`config.mk`:
```
export PLATFORM = sky130hd
export DESIGN_NAME = stopwatch_tick_ctrl
export DESIGN_NICKNAME = d
export VERILOG_FILES = /design/src/rtl/stopwatch_tick_ctrl.sv
export SDC_FILE = /design/constraint.sdc
export NUM_CORES = 1
export LEC_CHECK = 0
export BUFFER_PORTS_ARGS = -buffer_cell sky130_fd_sc_hd__buf_4
export CAP_MARGIN = 20
export CORE_MARGIN = 2
export CORE_UTILIZATION = 31
export DETAILED_ROUTE_END_ITERATION = 8
export SLEW_MARGIN = 20
export SYNTH_ARGS = -nofsm -noshare
export SYNTH_HDL_FRONTEND = slang
export SYNTH_SLANG_ARGS = --single-unit
export TNS_END_PERCENT = 1
```
`constraint.sdc`:
```
create_clock -name clk_i -period 2.73 [get_ports clk_i]
set_input_delay 0.273 -clock clk_i [delete_from_list [all_inputs] [get_ports clk_i]]
set_output_delay 0.273 -clock clk_i [all_outputs]
set_load 0.005 [all_outputs]
```
`src/rtl/stopwatch_tick_ctrl.sv`:
```
// -----------------------------------------------------------------------------
// stopwatch_tick_ctrl
//   Run/pause/adjust sequencer for the stopwatch timebase. Owns the seconds
//   divider and emits one-cycle sec_tick pulses only while RUN, adj_tick pulses
//   and a blink phase while ADJUST, and a free-running refresh_tick for the
//   display multiplexer.
//
// Parameters
//   SEC_DIV      clk cycles per sec_tick            (>= 2)
//   FAST_DIV     clk cycles per adj_tick / blink    (>= 2)
//   REFRESH_DIV  clk cycles per refresh_tick        (>= 2)
//
// Ports
//   clk_i           in   1  system clock, rising edge
//   rst_i           in   1  asynchronous active-high reset
//   start_stop_i    in   1  single-cycle pulse, one event per high cycle
//   clear_i         in   1  single-cycle pulse, back to IDLE, divider zeroed
//   adjust_i        in   1  level, requests adjust mode
//   sec_tick_o      out  1  one pulse per SEC_DIV counting RUN cycles
//   adj_tick_o      out  1  one pulse per FAST_DIV counting ADJUST cycles
//   refresh_tick_o  out  1  one pulse per REFRESH_DIV cycles, always running
//   blink_o         out  1  adjust blink phase, 0 outside ADJUST
//   state_o         out  2  00 IDLE, 01 RUN, 10 PAUSE, 11 ADJUST
// -----------------------------------------------------------------------------
module stopwatch_tick_ctrl #(
  parameter int unsigned SEC_DIV     = 100_000_000,
  parameter int unsigned FAST_DIV    = 50_000_000,
  parameter int unsigned REFRESH_DIV = 250_000
) (
  input  logic       clk_i,
  input  logic       rst_i,
  input  logic       start_stop_i,
  input  logic       clear_i,
  input  logic       adjust_i,
  output logic       sec_tick_o,
  output logic       adj_tick_o,
  output logic       refresh_tick_o,
  output logic       blink_o,
  output logic [1:0] state_o
);

  localparam int unsigned SEC_W = $clog2(SEC_DIV);
  localparam int unsigned ADJ_W = $clog2(FAST_DIV);
  localparam int unsigned REF_W = $clog2(REFRESH_DIV);

  localparam logic [SEC_W-1:0] SEC_MAX  = SEC_W'(SEC_DIV - 1);
  localparam logic [ADJ_W-1:0] ADJ_MAX  = ADJ_W'(FAST_DIV - 1);
  localparam logic [REF_W-1:0] REF_MAX  = REF_W'(REFRESH_DIV - 1);
  localparam logic [SEC_W-1:0] SEC_ONE  = SEC_W'(1);
  localparam logic [ADJ_W-1:0] ADJ_ONE  = ADJ_W'(1);
  localparam logic [REF_W-1:0] REF_ONE  = REF_W'(1);
  localparam logic [SEC_W-1:0] SEC_ZERO = {SEC_W{1'b0}};
  localparam logic [ADJ_W-1:0] ADJ_ZERO = {ADJ_W{1'b0}};
  localparam logic [REF_W-1:0] REF_ZERO = {REF_W{1'b0}};

  typedef enum logic [1:0] {
    ST_IDLE   = 2'b00,
    ST_RUN    = 2'b01,
    ST_PAUSE  = 2'b10,
    ST_ADJUST = 2'b11
  } state_e;

  state_e           state_q,        state_d;
  logic [SEC_W-1:0] sec_cnt_q,      sec_cnt_d;
  logic [ADJ_W-1:0] adj_cnt_q,      adj_cnt_d;
  logic [REF_W-1:0] ref_cnt_q,      ref_cnt_d;
  logic             blink_q,        blink_d;
  logic             sec_tick_q,     sec_tick_d;
  logic             adj_tick_q,     adj_tick_d;
  logic             refresh_tick_q, refresh_tick_d;

  // Sequencer next state: commands, divider counting and tick generation.
  // Counting happens only on edges where the state does not change, so the
  // edge that enters or leaves a mode never advances a divider.
  always_comb begin
    state_d    = state_q;
    sec_cnt_d  = sec_cnt_q;
    adj_cnt_d  = adj_cnt_q;
    blink_d    = blink_q;
    sec_tick_d = 1'b0;
    adj_tick_d = 1'b0;

    if (clear_i) begin
      state_d   = ST_IDLE;
      sec_cnt_d = SEC_ZERO;
      adj_cnt_d = ADJ_ZERO;
      blink_d   = 1'b0;
    end else begin
      case (state_q)
        ST_IDLE, ST_PAUSE: begin
          if (adjust_i) begin
            state_d   = ST_ADJUST;
            adj_cnt_d = ADJ_ZERO;
            blink_d   = 1'b0;
          end else if (start_stop_i) begin
            state_d = ST_RUN;
          end else begin
            state_d = state_q;
          end
        end
        ST_RUN: begin
          // Pausing keeps sec_cnt so the partial second survives resume.
          if (start_stop_i) begin
            state_d = ST_PAUSE;
          end else if (sec_cnt_q == SEC_MAX) begin
            sec_cnt_d  = SEC_ZERO;
            sec_tick_d = 1'b1;
          end else begin
            sec_cnt_d = sec_cnt_q + SEC_ONE;
          end
        end
        ST_ADJUST: begin
          // Leaving adjust restarts the second from zero.
          if (!adjust_i) begin
            state_d   = ST_PAUSE;
            sec_cnt_d = SEC_ZERO;
            blink_d   = 1'b0;
          end else if (adj_cnt_q == ADJ_MAX) begin
            adj_cnt_d  = ADJ_ZERO;
            adj_tick_d = 1'b1;
            blink_d    = ~blink_q;
          end else begin
            adj_cnt_d = adj_cnt_q + ADJ_ONE;
          end
        end
        default: begin
          state_d   = ST_IDLE;
          sec_cnt_d = SEC_ZERO;
          adj_cnt_d = ADJ_ZERO;
          blink_d   = 1'b0;
        end
      endcase
    end
  end

  // Display refresh divider: free-running in every state, ignores clear.
  always_comb begin
    if (ref_cnt_q == REF_MAX) begin
      ref_cnt_d      = REF_ZERO;
      refresh_tick_d = 1'b1;
    end else begin
      ref_cnt_d      = ref_cnt_q + REF_ONE;
      refresh_tick_d = 1'b0;
    end
  end

  // State, divider and output registers with asynchronous reset.
  always_ff @(posedge clk_i or posedge rst_i) begin
    if (rst_i) begin
      state_q        <= ST_IDLE;
      sec_cnt_q      <= SEC_ZERO;
      adj_cnt_q      <= ADJ_ZERO;
      ref_cnt_q      <= REF_ZERO;
      blink_q        <= 1'b0;
      sec_tick_q     <= 1'b0;
      adj_tick_q     <= 1'b0;
      refresh_tick_q <= 1'b0;
    end else begin
      state_q        <= state_d;
      sec_cnt_q      <= sec_cnt_d;
      adj_cnt_q      <= adj_cnt_d;
      ref_cnt_q      <= ref_cnt_d;
      blink_q        <= blink_d;
      sec_tick_q     <= sec_tick_d;
      adj_tick_q     <= adj_tick_d;
      refresh_tick_q <= refresh_tick_d;
    end
  end

  assign sec_tick_o     = sec_tick_q;
  assign adj_tick_o     = adj_tick_q;
  assign refresh_tick_o = refresh_tick_q;
  assign blink_o        = blink_q;
  assign state_o        = state_q;

endmodule
```
Yosys cells after proc, flatten, opt, wreduce, memory -nomap -nowiden
Cells that the tools add are included.

Flip-flop bits (word level): 77. Output and inout bits: 6. Word-level logic and storage cells: 64.

Add/subtract/negate cells: 3. Equality and inequality tests: 13. Muxes and demuxes: 31. Bitwise operators: 1. Reductions and logical operators: 8.

Operators with widths (number): $mux W27 (4); $mux W26 (4); $pmux W27 S2 (1); $pmux W26 S2 (1); $add A27 B1 Y27 const B (1); $eq A27 B27 Y1 const B (1); $add A26 B1 Y26 const B (1); $eq A26 B26 Y1 const B (1); $add A18 B1 Y18 const B (1); $eq A18 B18 Y1 const B (1); $mux W18 (1); $ne A3 B3 Y1 const B (5); $mux W1 (13); $reduce_and A3 Y1 (4); $mux W2 (5); $ne A4 B4 Y1 const B (2); $pmux W2 S3 (1); $reduce_bool A3 Y1 (2); $eq A2 B2 Y1 const B (2); $eq A2 B1 Y1 const B (1); $logic_not A2 Y1 (1); $pmux W1 S2 (1); $reduce_or A2 Y1 (1); $not A1 Y1 (1).

Depth between registers and ports, before layout
Depth in word-level cells: 5. Depth in mapped cells: 8. Gate-level depth less buffers: 6.

Worst setup path after synthesis
Ideal clock, no wire load.

Path kind: register -> register. Start: reg sec_cnt_q[19]. End: reg sec_cnt_q[13]. Arrival time: 1.997 ns. Data required time: 2.611 ns. Path slack: 0.614 ns. Stages on the path, launching flop included: 8. Path buffers: 2. Period minus slack after synthesis: 2.116 ns. Path through: dfrtp_1 -> buf_2 -> or4b_2 -> nor4b_1 -> a21oi_1 -> nor2_4 -> buf_6 -> nor2_1.

Word-level cells in the longest chain between the ends: 5.

Ends and longest elaborated chain: start, declared (RTL line 64) `logic [SEC_W-1:0] sec_cnt_q, sec_cnt_d;`; start signal, assigned (RTL line 160) `sec_cnt_q <= sec_cnt_d;`; $eq A27 B27 Y1 (RTL line 105) `end else if (sec_cnt_q == SEC_MAX) begin`; $mux W27 (RTL line 105); $mux W27 (RTL line 103) `if (start_stop_i) begin`; $pmux W27 S2 (RTL line 89) `case (state_q)`; $mux W27 (RTL line 83) `if (clear_i) begin`.

Every way passes these cells. The select of a mux whose other input is x is not followed. A chain may end at the register's enable or synchronous reset.

Worst setup path after layout
Start: reg sec_cnt_q[8]. End: reg sec_cnt_q[20].

Word-level cells in the longest chain between the ends: 5. Elaborated cells on any way between the ends: 6.

Ends and longest elaborated chain (RTL line): $add A27 B1 Y27 / $eq A27 B27 Y1 (equally long branches) (109, 105); $mux W27 (*) (105); $mux W27 (*) (103); $pmux W27 S2 (*) (89); $mux W27 (*) (83).

Mark *: on every way between the ends. The rest lies on a longest branch, timed or not. The select of a mux whose other input is x is not followed.

==> results.md <==
* Worst Path Arrival at 2.66 ns
* Vias in the first global route at 3224
* Die Span X at 119 um
* Synth-to-Final Area Change at 13.7%
* Sequential power share at 48.1%
* Power density over the cells at 522 nW/um^2
* Root Driver: clkbuf_16
* Die ar. at 14200 um^2
* Core area at 13100 um^2
* Fin crit share at 88.1%
* Comb power frac at 5.5%
* Post-Syn Instances at 437
* DRT iter0 DRCs at 255
* Final number of hold-violating endpoints at 0
* Leakage at 1.91 nW
* Worst Hold Class: in -> async
* Antenna diodes at 0
* Max clock buf depth at 2
* Post-Syn Area at 4110 um^2
* Number of synthesized register bits at 77
* Min Tclk post-route at 2.41 ns
* Sequential element share of the synthesized area at 46.9%
* Clock share of power at 46.5%
* GPL Wtd Cong at 0.794
* # Post-CTS Setup Buffers at 0
* CP required at 2.98 ns
* MaxCap Viol Count at 0
* Unrepaired setup endpoints after global routing: no
* Top cell type's share of synthesized area at 46.9%
* Ys flop type: dfrtp_1
* Synth cell count leaders: dfrtp_1, nor2_1, xnor2_1, nand2_1, nand3_1
* Final layout net count at 452
* Worst-margin pin slew at 0.607 ns
* GRT overflow at 0
* H-tree depth at 3
* DP HPWL at 5.99 mm
* CP max FO at 10
* I/O pins at 11
* Num CTS Buffers at 9
* Syn avg cell area at 9.40 um^2
* Switching power at 584 uW
* Status: finished clean
* Initial antenna violation count at 0
* Routed Antenna Nets at 0
* Detailed Routing Iterations Pass 1 at 8
* Synth area leader: dfrtp_1
* VDD IR-drop max at 0.000300 V
* Via/cell ratio at 5.30
* Reg2Reg Depth at 5
* Setup violators final at 0
* Startpoint Class: flip-flop
* Std cell rows at 42
* Largest net degree at the start of global routing at 78
* Final Cell Area at 4670 um^2
* Starting density of the core at 31.4%
* Worst slew margin at 59.4%
* Fmax achieved at 0.416 GHz
* Post-CTS sizing at 0
* Fraction of layout cells with a size suffix above 1 at 9.58%
* Sw frac at 23.9%
* Yosys synthesis warning count at 0
* WL final at 9.03 mm
* FFs w/ async S/R, synth at 100%
* Vias at 3313
* Setup TNS at 0 ns
* Worst Skew at 0.00883 ns
* Pint at 1.85 mW
* Min setup slack post-route at 0.324 ns
* Tot GR Track Use at 13.7%
* Max Transition Viols Final at 0
* Unique masters post-synth at 46
* Sink Count at 77
* Pre-CTS setup slack at 0.367 ns
* Die height at 119 um
* Class of the most critical setup path: reg -> reg
* Synth area leaders: dfrtp_1, xnor2_1, nor2_1
* First-pass GRT wire length at 15.8 mm
* WL/cell at 14.5 um
* IO Port Bufs at 10
* CTS tree: yes
* Clock slew at reported path FFs at 0.06 ns
* CTS Hold Buffers Added at 0
* Post-DP Area at 4380 um^2
* Number of enable flip-flop cells after synthesis at 0
* DR DRC count at 0
* Clk Latency, worst-skew pair at 0.33 ns
* Mapped Nets at 445
* Crit. End Element: flip-flop
* Count leader, synth: dfrtp_1
[per-stage QoR]
| step | util, % | total power, mW | hold slack [ns] | std cells |
|---|---|---|---|---|
| 2_1_floorplan | - | 1.28 | 0.346 | 437 |
| 3_3_place_gp | 33.5 | 1.33 | 0.400 | 609 |
| 3_5_place_dp | 33.5 | 1.33 | 0.402 | 609 |
| 4_1_cts | 35.7 | 2.47 | 0.0394 | 625 |
| 5_1_grt | 35.7 | 2.54 | 0.0625 | 625 |
| 6_report | 35.7 | 2.44 | 0.00745 | 625 |
[logic make-up (layout without fill, tap and decap cells)]
group	count (synthesis)	count (layout)	synth area share (%)
flops	77	77	46.9
simple gates	230	230	30.6
mux	5	5	1.25
fa+ha+maj	3	3	0.914
compound gates	50	50	7.92
buf+inv	27	39	2.77
xor+xnor	45	45	9.60
[power groups by stage]
stage | combinational, mW | clock (mW) | sequential, mW
finish | 0.133 | 1.13 | 1.17
global route | 0.151 | 1.21 | 1.17
CTS | 0.136 | 1.16 | 1.17
detailed placement | 0.135 | 0 | 1.19
global placement | 0.134 | 0 | 1.19
floorplan | 0.0978 | 0 | 1.18
[sequential cells by signal (all words and copies together) (netlist names)]
| register | flops |
|---|---|
| state_o | 2 |
| sec_cnt_q | 27 |
| adj_tick_o | 1 |
| blink_o | 1 |
| adj_cnt_q | 26 |
| ref_cnt_q | 18 |
| refresh_tick_o | 1 |
| sec_tick_o | 1 |
[layout make-up]
type / count / area [um^2]
Tap cell: 176 / 220
Fill cell: 1276 / 8410
Timing Repair Buffer: 17 / 140
Multi-Input combinational cell: 333 / 2070
Clock buffer: 11 / 253
Clock inverter: 5 / 35.0
Sequential cell: 77 / 1930
Inverter: 6 / 23.8
[cells in the final DEF, fill, tap and decap left out, types with 9 or more instances in the layout]
master and instances:
clkbuf_16 9, xor2_1 13, nand3_1 29, buf_4 16
nor3_1 24, nand2_1 30, o21ai_0 19, nor4_1 22
nand4_1 19, and3_1 12, dfrtp_1 77, nor4b_1 10
xnor2_1 32, nor2_1 48
[final timing paths]
path,endpoint,from,slack [ns]
max,sec_cnt_q[20],sec_cnt_q[8],0.32
min,sec_cnt_q[26],rst_i,0.007
max reg2reg,sec_cnt_q[20],sec_cnt_q[8],0.32
min reg2reg,ref_cnt_q[0],ref_cnt_q[0],0.49
max in group asynchronous,adj_cnt_q[24],rst_i,2.36
min in group clk_i,sec_tick_o,start_stop_i,0.17
[routing by layer]
layer / global-route usage (%) / vias to the layer above / wire [um]
met5: 0 / - / 0
met4: 5.51 / 0 / 114
met3: 2.87 / 8 / 319
met2: 21.7 / 57 / 4350
met1: 18.3 / 1640 / 4250
li1: - / 1608 / -
[worst max-delay path: stages, from the launching register on]
cell and delay (ns):
dfrtp_1 0.49, nand4_1 0.18, or4_1 0.59, nand4bb_1 0.46
or3_1 0.44, a21oi_1 0.16
(Power assumes the default switching activity.)
